$ cat config.mk
export PLATFORM = sky130hd
export DESIGN_NAME = mul32_seq_flat
export DESIGN_NICKNAME = d
export VERILOG_FILES = /design/src/rtl/mul32_seq_pkg.sv /design/src/rtl/mul32_seq_if.sv /design/src/rtl/mul32_seq_booth_step.sv /design/src/rtl/mul32_seq.sv /design/src/flat_wrapper.sv
export SDC_FILE = /design/constraint.sdc
export NUM_CORES = 1
export LEC_CHECK = 0
export CORE_MARGIN = 4
export CORE_UTILIZATION = 50
export CTS_BUF_LIST = sky130_fd_sc_hd__clkbuf_4 sky130_fd_sc_hd__clkbuf_8 sky130_fd_sc_hd__clkbuf_16
export DETAILED_ROUTE_END_ITERATION = 16
export PLACE_DENSITY = 0.77
export SYNTH_ARGS = -nofsm -noshare
export SYNTH_HDL_FRONTEND = slang
export SYNTH_SLANG_ARGS = --single-unit
export TNS_END_PERCENT = 10
$ cat constraint.sdc
create_clock -name clock -period 3.75 [get_ports clock]
set_input_delay 1.125 -clock clock [delete_from_list [all_inputs] [get_ports clock]]
set_output_delay 1.125 -clock clock [all_outputs]
set_load 0.05 [all_outputs]
$ cat src/rtl/mul32_seq_pkg.sv
// Shared ALU definitions for the sequential multiplier (and the divider):
// FSM state encoding, operand width and the {HI, LO} slice positions.
package mul32_seq_pkg;

    typedef enum logic [1:0] {
        IDLE = 2'd0,
        CALC = 2'd1,
        DONE = 2'd2
    } state_t;

    localparam int ALU_WIDTH = 32;

    localparam int HI_MSB = 63;
    localparam int HI_LSB = 32;
    localparam int LO_MSB = 31;
    localparam int LO_LSB = 0;

endpackage

$ cat src/rtl/mul32_seq_if.sv
// Start/busy/done handshake plus operands and product between control unit and multiplier.
// start is a level request sampled only when the multiplier is idle; busy and done come from the FSM state.
interface mul32_seq_if
    import mul32_seq_pkg::*;
#(
    parameter int WIDTH = ALU_WIDTH
);
    logic                 start;
    logic [WIDTH-1:0]     RegA;
    logic [WIDTH-1:0]     RegB;
    logic                 busy;
    logic                 done;
    logic [2*WIDTH-1:0]   Z;

    modport master (
        output start, RegA, RegB,
        input  busy, done, Z
    );

    modport slave (
        input  start, RegA, RegB,
        output busy, done, Z
    );
endinterface

$ cat src/rtl/mul32_seq_booth_step.sv
// One radix-2 Booth iteration: conditional add/sub of M into A, then an
// arithmetic right shift of {A, Q, q_m1} by one bit.
module booth_step
    import mul32_seq_pkg::*;
#(
    parameter int WIDTH = ALU_WIDTH
) (
    input  logic [WIDTH:0]   a,
    input  logic [WIDTH:0]   m,
    input  logic [WIDTH-1:0] q,
    input  logic             q_m1,
    output logic [WIDTH:0]   a_next,
    output logic [WIDTH-1:0] q_next,
    output logic             q_m1_next
);
    logic [WIDTH:0] sum;

    always_comb begin
        sum = a;
        case ({q[0], q_m1})
            2'b01:   sum = a + m;
            2'b10:   sum = a - m;
            default: sum = a;
        endcase
        // Replicate A's sign bit into the vacated MSB while everything moves right.
        {a_next, q_next, q_m1_next} = {sum[WIDTH], sum, q};
    end

endmodule

$ cat src/rtl/mul32_seq.sv
// Multi-cycle signed WIDTH x WIDTH multiplier using radix-2 Booth recoding,
// one add/sub + shift per clock; the 2*WIDTH product is packed as {HI, LO}.
module mul32_seq
    import mul32_seq_pkg::*;
#(
    parameter int WIDTH = ALU_WIDTH,
    parameter int CNT_W = 6
) (
    input  logic            clock,
    input  logic            clear,
    mul32_seq_if.slave      bus,
    output state_t          fsm_state
);
    state_t             state;
    state_t             state_next;

    // A is one bit wider than the operands so M = -2^(WIDTH-1) cannot overflow it.
    logic [WIDTH:0]     a;
    logic [WIDTH:0]     m;
    logic [WIDTH-1:0]   q;
    logic               q_m1;
    logic [CNT_W-1:0]   cnt;
    logic [2*WIDTH-1:0] z;

    logic [WIDTH:0]     a_step;
    logic [WIDTH-1:0]   q_step;
    logic               q_m1_step;
    logic               last_step;

    booth_step #(.WIDTH(WIDTH)) u_step (
        .a         (a),
        .m         (m),
        .q         (q),
        .q_m1      (q_m1),
        .a_next    (a_step),
        .q_next    (q_step),
        .q_m1_next (q_m1_step)
    );

    assign last_step = (cnt == CNT_W'(WIDTH - 1));

    always_comb begin
        state_next = state;
        case (state)
            IDLE:    if (bus.start) state_next = CALC;
            CALC:    if (last_step) state_next = DONE;
            DONE:    state_next = IDLE;
            default: state_next = IDLE;
        endcase
    end

    always_ff @(posedge clock or negedge clear) begin
        if (!clear) begin
            state <= IDLE;
        end else begin
            state <= state_next;
        end
    end

    always_ff @(posedge clock or negedge clear) begin
        if (!clear) begin
            a    <= '0;
            m    <= '0;
            q    <= '0;
            q_m1 <= 1'b0;
            cnt  <= '0;
            z    <= '0;
        end else begin
            case (state)
                IDLE: begin
                    if (bus.start) begin
                        a    <= '0;
                        m    <= {bus.RegA[WIDTH-1], bus.RegA};
                        q    <= bus.RegB;
                        q_m1 <= 1'b0;
                        cnt  <= '0;
                    end
                end
                CALC: begin
                    a    <= a_step;
                    q    <= q_step;
                    q_m1 <= q_m1_step;
                    cnt  <= cnt + CNT_W'(1);
                    // Z is written only with the fully iterated result, never a partial one.
                    if (last_step) begin
                        z <= {a_step[WIDTH-1:0], q_step};
                    end
                end
                default: ;
            endcase
        end
    end

    assign bus.busy  = (state == CALC);
    assign bus.done  = (state == DONE);
    assign bus.Z     = z;
    assign fsm_state = state;

endmodule

$ cat src/flat_wrapper.sv
// flat-port wrapper written by rule: the top's interface ports become plain ports
module mul32_seq_flat import mul32_seq_pkg::*;
#(
    parameter int WIDTH = ALU_WIDTH,
    parameter int CNT_W = 6
)
  (clock, clear, fsm_state, bus_start, bus_RegA, bus_RegB, bus_busy, bus_done, bus_Z);
  mul32_seq_if #(.WIDTH(WIDTH)) bus_i ();
  input  logic clock;
  input  logic clear;
  output state_t fsm_state;
  input wire logic [$bits(bus_i.start)-1:0] bus_start;
  input wire logic [$bits(bus_i.RegA)-1:0] bus_RegA;
  input wire logic [$bits(bus_i.RegB)-1:0] bus_RegB;
  output wire logic [$bits(bus_i.busy)-1:0] bus_busy;
  output wire logic [$bits(bus_i.done)-1:0] bus_done;
  output wire logic [$bits(bus_i.Z)-1:0] bus_Z;
  assign bus_i.start = bus_start;
  assign bus_i.RegA = bus_RegA;
  assign bus_i.RegB = bus_RegB;
  assign bus_busy = bus_i.busy;
  assign bus_done = bus_i.done;
  assign bus_Z = bus_i.Z;
  mul32_seq #(.WIDTH(WIDTH), .CNT_W(CNT_W)) u_core (.clock(clock), .clear(clear), .bus(bus_i), .fsm_state(fsm_state));
endmodule
### Word level (Yosys, flattened, before mapping)

Cells that the tools add are included.

| operators by class | value |
|---|---|
| add/subtract/negate cells | 3 |
| equality and inequality tests | 7 |
| muxes and demuxes | 12 |
| reduce and logical (&&, ||, !) cells | 6 |

Operator list:

| cell | count |
|---|---|
| one-hot mux 33 bit (2 select lines) | 2 |
| one-hot mux 32 bit (2 select lines) | 1 |
| adder 33 bit | 1 |
| 2-to-1 mux 33 bit | 1 |
| subtractor 33 bit | 1 |
| 2-to-1 mux 32 bit | 1 |
| one-hot mux 6 bit (2 select lines) | 1 |
| AND reduction 2 bit | 4 |
| adder 6 x 1 -> 6 bit, second input constant | 1 |
| == test 6 x 5 -> 1 bit, second input constant | 1 |
| 2-to-1 mux 6 bit | 1 |
| == test 2 x 1 -> 1 bit, second input constant | 2 |
| == test 2 bit, second input constant | 2 |
| 2-to-1 mux 2 bit | 2 |
| one-hot mux 2 bit (2 select lines) | 1 |
| logical NOT 2 bit | 1 |
| != test 2 x 1 -> 1 bit, second input constant | 1 |
| != test 2 bit, second input constant | 1 |
| one-hot mux 1 bit (2 select lines) | 1 |
| nonzero test 2 bit | 1 |
| 2-to-1 mux 1 bit | 1 |

| word-level totals | value |
|---|---|
| flip-flop bits (word level) | 170 |
| input port bits | 67 |
| output and inout bits | 68 |
| logic and storage cells | 35 |

### Logic depth before layout (Yosys ltp)

Gate-level depths: netlist of the first run.

| depth | value |
|---|---|
| depth after elaboration | 3 |
| depth in mapped cells | 19 |
| depth with buffers taken out | 18 |

### Hierarchy

A second synthesis of the first run with hierarchy kept.

| unflattened totals | value |
|---|---|
| cell total of the unflattened synthesis | 992 |
| area total of the unflattened synthesis | 10257.3 sq um |

By module, submodules not included:

| module | instances | cells an instance | area an instance (sq um) | seq. area each (sq um) |
|---|---|---|---|---|
| mul32_seq | 1 | 492 | 6934.2 | 4254.1 |
| booth_step | 1 | 500 | 3323.2 | 0.0 |

### Least setup slack after synthesis of the first run

OpenSTA, ideal clock, no wires.

| path | value |
|---|---|
| path kind | reg-to-reg |
| start | register u_core.m[8] |
| end | register u_core.a[31] |
| library setup time | 71 ps |
| arrival | 3989 ps |
| required time | 3679 ps |
| slack | -311 ps |
| cell stages (with the launch flop) | 20 |
| path buffers | 1 |
| period minus slack after synthesis | 4061 ps |
| cells stage by stage | dfrtp_1 or4_4 nor4_2 nand3b_1 nor2_1 nand2_1 nor3_1 a21oi_1 xnor2_1 ha_1 clkbuf_1 a21o_1 a21oi_1 nand2_1 nand2_1 a41oi_4 o221ai_2 xor2_1 or4_1 nand3_1 |

| between the ends | value |
|---|---|
| cells in the longest elaborated chain, start to end | 3 |
| elaborated cells between the ends (all ways) | 4 |
| classes of those cells | 2 x add/sub; 2 x mux |

Ends and longest elaborated chain:

| element | line | text |
|---|---|---|
| start: declaration | mul32_seq.sv:19 | `logic [WIDTH:0] m;` |
| start signal: assignment | mul32_seq.sv:73 | `m <= {bus.RegA[WIDTH-1], bus.RegA};` |
| subtractor 33 bit / adder 33 bit (equally long branches) | mul32_seq_booth_step.sv:22, mul32_seq_booth_step.sv:21 |  |
| one-hot mux 33 bit (2 select lines) (*) | mul32_seq_booth_step.sv:20 | `case ({q[0], q_m1})` |
| one-hot mux 33 bit (2 select lines) (*) | mul32_seq.sv:69 | `case (state)` |
| end signal: assignment | mul32_seq.sv:80 | `a <= a_step;` |
| end: declaration | mul32_seq.sv:18 | `logic [WIDTH:0] a;` |

Every way passes the cells marked *; elsewhere a longest branch is shown, timed or not.
A chain may end at the register's enable or synchronous reset.

### Worst setup path after layout of the first run

Ends and elaborated chain as after synthesis.

==> flow_metrics.tcl, run 1 <==
set metrics [dict create \
    grt_pass1_wl_mm 38.1 \
    tightest_slew_ps 965 \
    synth-async-reset-ratio 1.00 \
    clockRootBuffer "clkbuf_16" \
    grt_usage 0.231 \
    syn-cell-area_sq_um 9130 \
    yosysSeqAreaShare 0.463 \
    fmax_mhz 256 \
    multiInputGateArea_sq_um 4770 \
    hold_path_class "register to register" \
    portBuffers 134 \
    grt_pass1_vias 7575 \
    regToRegEndpoint "u_core.a[31]$_DFFE_PN0P_" \
    crit_type "register to register" \
    ant_nets 0 \
    antenna_found_initial 0 \
    worst_slack_ps -161 \
    drive_above_1_share 0.138 \
    die_area_sq_um 20500 \
    worstSkewPairLatency_ps 430 \
    die_h_um 143 \
    crit_required_ps 4120 \
    drt-total-wl_mm 23.2 \
    design.core.area_sq_um 18000 \
    outcome "finished with violations" \
    wl_per_cell_um 15.4 \
    worstRegToRegCells 17 \
    synth_top_flop_cell "dfrtp_1" \
    final_cell_mix "nand2_1 (235), dfrtp_1 (169), clkdlybuf4s50_1 (132), nor2_1 (116), buf_4 (94)" \
    p_leak_uw 0.00545 \
    r2r-start "u_core.m[8]$_DFFE_PN0P_" \
    clock-sinks 169 \
    period_minus_slack_ps 3910 \
    power_uw 12600 \
    worstPathArrival_ps 4280 \
    seq_area_sq_um 4230 \
    violations "negative setup slack" \
    pin_count 135 \
    cts_htree_levels 4 \
    drc_errors 0 \
    via_per_inst 5.44 \
    use_met2 0.355 \
    maxCapViolCount 0 \
    grt_most_used_layer "met2" \
    ys_types 58 \
    finalCritPeriodShare 1.04 \
    setup_viol 10 \
    diodes 0 \
    drt_iter0_markers 525 \
    synth_edf_count 0 \
    cts_buffer_depth 2 \
    n_fill_cell 1501 \
    r2r_slack_ps -160 \
    avgSynthCellArea_sq_um 8.45 \
    grt_max_degree 85 \
    skew_ps 11.0 \
    grtUsageMet3 0.0405 \
    start_kind "register" \
    use_met1 0.342 \
    routed-via-count 8183 \
    critPathMaxFanout 4 \
    pwr_density_cell_nw_per_um2 1040 \
    dp_hpwl_mm 16.6 \
    nets 1366 \
    die_w_um 143 \
    area.growth.synth_to_final_pct 31.8 \
    initial_core_util 0.508 \
    cts-buffers-inserted 17 \
    rsz0062_at_grt "yes" \
    max_slew_margin 0.355 \
    row_count 49 \
    syn_inst 1080 \
    ys_ff_latch 169 \
    endpoint "u_core.a[31]$_DFFE_PN0P_" \
    final_common_cell "nand2_1" \
    fin_util 0.669 \
    ys_warn_count 0 \
    drt_pass1_iterations 5 \
    overflow 0 \
    hold_viol 0 \
    clkTransAtPathRegs_ps 70 \
    endpoint_kind "register" \
    slew_violations 0 \
    cts_tree "yes" \
    ir_worst_vdd_uv 501 \
    syn_nets 1183 \
    crit_path_start "u_core.m[8]$_DFFE_PN0P_" \
    place_congestion 0.937 \
]
[worst min path at each step]
stage | from | to | slack [ps] | cells past startpoint
after CTS | u_core.bus.Z[10]$_DFFE_PN0P_ | u_core.bus.Z[10]$_DFFE_PN0P_ | 480 | 2
after global routing | u_core.bus.Z[22]$_DFFE_PN0P_ | u_core.bus.Z[22]$_DFFE_PN0P_ | 490 | 2
after floorplan | u_core.cnt[5]$_DFFE_PN0P_ | u_core.cnt[5]$_DFFE_PN0P_ | 450 | 1
after detailed placement | u_core.bus.Z[10]$_DFFE_PN0P_ | u_core.bus.Z[10]$_DFFE_PN0P_ | 460 | 2
after global placement | u_core.bus.Z[22]$_DFFE_PN0P_ | u_core.bus.Z[22]$_DFFE_PN0P_ | 460 | 2
final | u_core.bus.Z[10]$_DFFE_PN0P_ | u_core.bus.Z[10]$_DFFE_PN0P_ | 470 | 2
[per-stage QoR]
step / instance area, sq um / setup WS, ps / setup TNS [ps] / hold WS, ps / std cells
floorplan: 9150 / -67.5 / -122 / 448 / 1080
global placement: 11300 / -166 / -997 / 457 / 1469
detailed placement: 11300 / -257 / -1900 / 462 / 1469
CTS: 11900 / -162 / -978 / 479 / 1504
global route: 12000 / -343 / -5660 / 490 / 1505
finish: 12000 / -161 / -756 / 474 / 1505
[state kept, by name, summed over array words and instances (netlist names)]
name              flops
u_core.a             32
u_core.bus.Z         64
u_core.cnt            6
u_core.fsm_state      2
u_core.m             32
u_core.q             32
u_core.q_m1           1
[cell usage after synthesis (all sizes together) (3+ instances only)]
library cell	count	share of area
nand2	239	0.098
dfrtp	169	0.46
nor2	118	0.049
o21ai	82	0.045
a21oi	80	0.044
clkbuf	55	0.023
xnor2	46	0.044
nand3	43	0.024
ha	35	0.048
o22ai	30	0.021
inv	19	0.0078
a21o	16	0.013
nor3	15	0.0082
a31oi	14	0.0096
xor2	12	0.012
buf	11	0.0048
nand2b	8	0.0055
and3	7	0.0051
mux2i	6	0.0066
nand4	6	0.0041
o21a	6	0.0049
nor2b	5	0.0034
o31ai	5	0.0041
a41oi	4	0.0059
nand3b	4	0.0033
nor4	4	0.0034
or3	4	0.0027
a211oi	3	0.0025
o21bai	3	0.0025
o311ai	3	0.0029
[cells by family after synthesis]
| logic type | Yosys count | share of synthesized area |
|---|---|---|
| mux | 8 | 0.00905 |
| flops | 169 | 0.463 |
| simple gates | 462 | 0.214 |
| xor+xnor | 58 | 0.0557 |
| buf+inv | 85 | 0.0352 |
| compound gates | 262 | 0.172 |
| fa+ha+maj | 36 | 0.0502 |
[cell type report]
type                       instances  share of cell area
clock buffer                      17              0.0354
clock inverter                    15              0.0127
inverter                          19             0.00593
multi-input combinational        826               0.397
sequential                       169               0.352
tap                              229              0.0238
timing repair buffer             230               0.174
[routing by layer]
| metal | up-vias | wire [um] |
|---|---|---|
| met1 | 3850 | 11200 |
| met4 | 0 | 210 |
| li1 | 4086 | - |
| met5 | - | 0 |
| met3 | 15 | 1340 |
| met2 | 232 | 10500 |
[power breakdown]
part	switching [uW]	total [uW]	internal, uW
clock network	831	1720	886
registers	500	2880	2380
logic	4260	7960	3700
[worst max-delay path: stages, from the launching register on]
cell	delay (ps)
dfrtp_1	370
or4_4	550
nor4_4	180
nand3b_1	180
buf_6	160
nor4_4	170
a21oi_2	90
xnor2_1	140
ha_1	340
nand2_1	80
nor2_2	100
nand3_1	80
a311o_1	330
a41oi_4	190
o221ai_2	150
xor2_2	200
or4_1	420
nand3_1	100
[what timing repair did]
action                     in CTS  in global routing
buffers inserted                3                  1
hold buffers                    0                  0
gates resized for setup        13                 25
setup endpoints to repair      24                 36
pin swaps                       6                  5
Note: power is estimated with default switching activity, not from simulation.
==> run 2: changes to the inputs <==
- HOLD_SLACK_MARGIN: unset -> 0.15
- clock period: 3.75 -> 3.3 ns (I/O delays scaled with it)
==> flow_metrics.tcl, run 2 (same netlist as run 1, synthesis figures left out) <==
set metrics [dict create \
    outcome "finished with violations" \
    violations "negative setup slack" \
    drc_errors 0 \
    hold_path_class "register to register" \
    worst_slack_ps -656 \
    seq_area_sq_um 4230 \
    share_seq_of_total_power 0.209 \
    grt_pass1_vias 8107 \
    tightest_slew_ps 808 \
    clockRootBuffer "clkbuf_16" \
    design.core.area_sq_um 18000 \
    skew_ps 12.5 \
    clock-sinks 169 \
    drive_above_1_share 0.190 \
    cts-buffers-inserted 17 \
    row_count 49 \
    rsz0062_at_grt "yes" \
    grt_pass1_wl_mm 39.8 \
    dp_hpwl_mm 17.3 \
    worstPathArrival_ps 4320 \
    portBuffers 134 \
    grt_usage 0.241 \
    multiInputGateArea_sq_um 4890 \
    endpoint_kind "register" \
    power_uw 15600 \
    p_int_uw 8740 \
    largest_reg_flops 64 \
    slew_violations 0 \
    fmax_mhz 253 \
    worstSkewPairLatency_ps 430 \
    pwr_density_cell_nw_per_um2 1240 \
    routed-via-count 8504 \
    clkPwrFrac 0.124 \
    nets 1417 \
    pwr-share-comb 0.667 \
    placed_area_sq_um 11600 \
    worstRegToRegCells 16 \
    max_slew_margin 0.461 \
    area.growth.synth_to_final_pct 37.5 \
    cts_buffer_depth 2 \
    ant_nets 0 \
    hold_viol 0 \
    diodes 0 \
    start_kind "register" \
    p_leak_uw 0.00576 \
    grt_max_degree 85 \
    via_per_inst 5.47 \
    cts_tree "yes" \
    swShare 0.439 \
    drt_iter0_markers 541 \
    final_cell_mix "nand2_1 (234), dfrtp_1 (168), buf_4 (140), clkdlybuf4s50_1 (132), nor2_1 (115)" \
    finalCritPeriodShare 1.20 \
    clkTransAtPathRegs_ps 70 \
    crit_type "register to register" \
    initial_core_util 0.508 \
    cts_htree_levels 4 \
    die_h_um 143 \
    drt_pass1_iterations 5 \
    fin_area_sq_um 12500 \
    maxCapViolCount 0 \
    hold_path_depth 2 \
    place_congestion 0.972 \
    wl_per_cell_um 15.7 \
    overflow 0 \
    n_fill_cell 1433 \
    p_switching_uw 6830 \
    antenna_found_initial 0 \
    crit_required_ps 3670 \
    die_w_um 143 \
    drt-total-wl_mm 24.5 \
    pin_count 135 \
    ir_worst_vdd_uv 586 \
    setup_viol 45 \
    critPathMaxFanout 4 \
    die_area_sq_um 20500 \
    period_minus_slack_ps 3960 \
    final_common_cell "nand2_1" \
    fin_hold_ws_ps 474 \
]
run 2: changes by cell type in the layout (fill, tap and decap cells not counted), sizes merged:
cell,before,now
clkinv,4,3
buf,98,149
clkinvlp,3,2
clkbuf,17,18
inv,27,28
run 2: cell type report:
| type | count | share of cell area |
|---|---|---|
| Clock buffer | 18 | 0.0345 |
| Sequential cell | 169 | 0.337 |
| Timing Repair Buffer | 281 | 0.200 |
| Multi-Input combinational cell | 826 | 0.389 |
| Tap cell | 229 | 0.0228 |
| Inverter | 19 | 0.00568 |
| Clock inverter | 14 | 0.0105 |
run 2: power by group through the flow:
stage          clock network (uW)  logic [uW]  registers, uW
2_1_floorplan                   0        5780           3200
3_3_place_gp                    0        9110           3230
3_5_place_dp                    0        9310           3260
4_1_cts                      1950        9810           3230
5_1_grt                      2050       11400           3330
6_report                     1930       10400           3260
run 2: through the flow:
step / setup TNS (ps) / utilization / std cells / worst slack, ps
after floorplan: -6410 / - / 1080 / -517
after detailed placement: -19260 / 0.647 / 1514 / -717
after global routing: -25740 / 0.699 / 1556 / -878
after global placement: -17190 / 0.647 / 1514 / -667
final: -14760 / 0.699 / 1556 / -656
after CTS: -13990 / 0.688 / 1551 / -576
run 2: worst paths after layout:
path                                              startpoint                           end  slack [ps]
worst max register to register       u_core.m[8]$_DFFE_PN0P_      u_core.a[31]$_DFFE_PN0P_        -660
worst min-delay path            u_core.bus.Z[25]$_DFFE_PN0P_  u_core.bus.Z[25]$_DFFE_PN0P_         470
max in group asynchronous                              clear       u_core.q[0]$_DFFE_PN0P_        2080
worst min register to register  u_core.bus.Z[25]$_DFFE_PN0P_  u_core.bus.Z[25]$_DFFE_PN0P_         470
min in group asynchronous                              clear  u_core.bus.Z[26]$_DFFE_PN0P_         570
worst max-delay path                 u_core.m[8]$_DFFE_PN0P_      u_core.a[31]$_DFFE_PN0P_        -660
run 2: timing repair:
action,CTS,global route
endpoints found under the setup margin,46,48
pin swaps,20,22
resized for setup,40,36
hold buffers,0,0
setup buffers,6,5
run 2: routing by layer:
metal,vias up,routed length [um],GRT usage
met1,4013,11300,0.342
met5,-,0,0
li1,4177,-,-
met2,280,11200,0.389
met4,0,340,0.0580
met3,34,1570,0.0375
run 2: critical path, stage by stage (launching register included):
cell      delay, ps
dfrtp_1         380
or4_4           550
nor4_4          170
nand3b_1        210
nor4_2          260
a21oi_1         140
xnor2_1         150
ha_1            320
nand2_1         100
nor2_4          140
nand3_1         100
a311o_1         330
a41oi_4         190
o221ai_2        150
xor2_2          170
or4_1           430
nand3_2          90
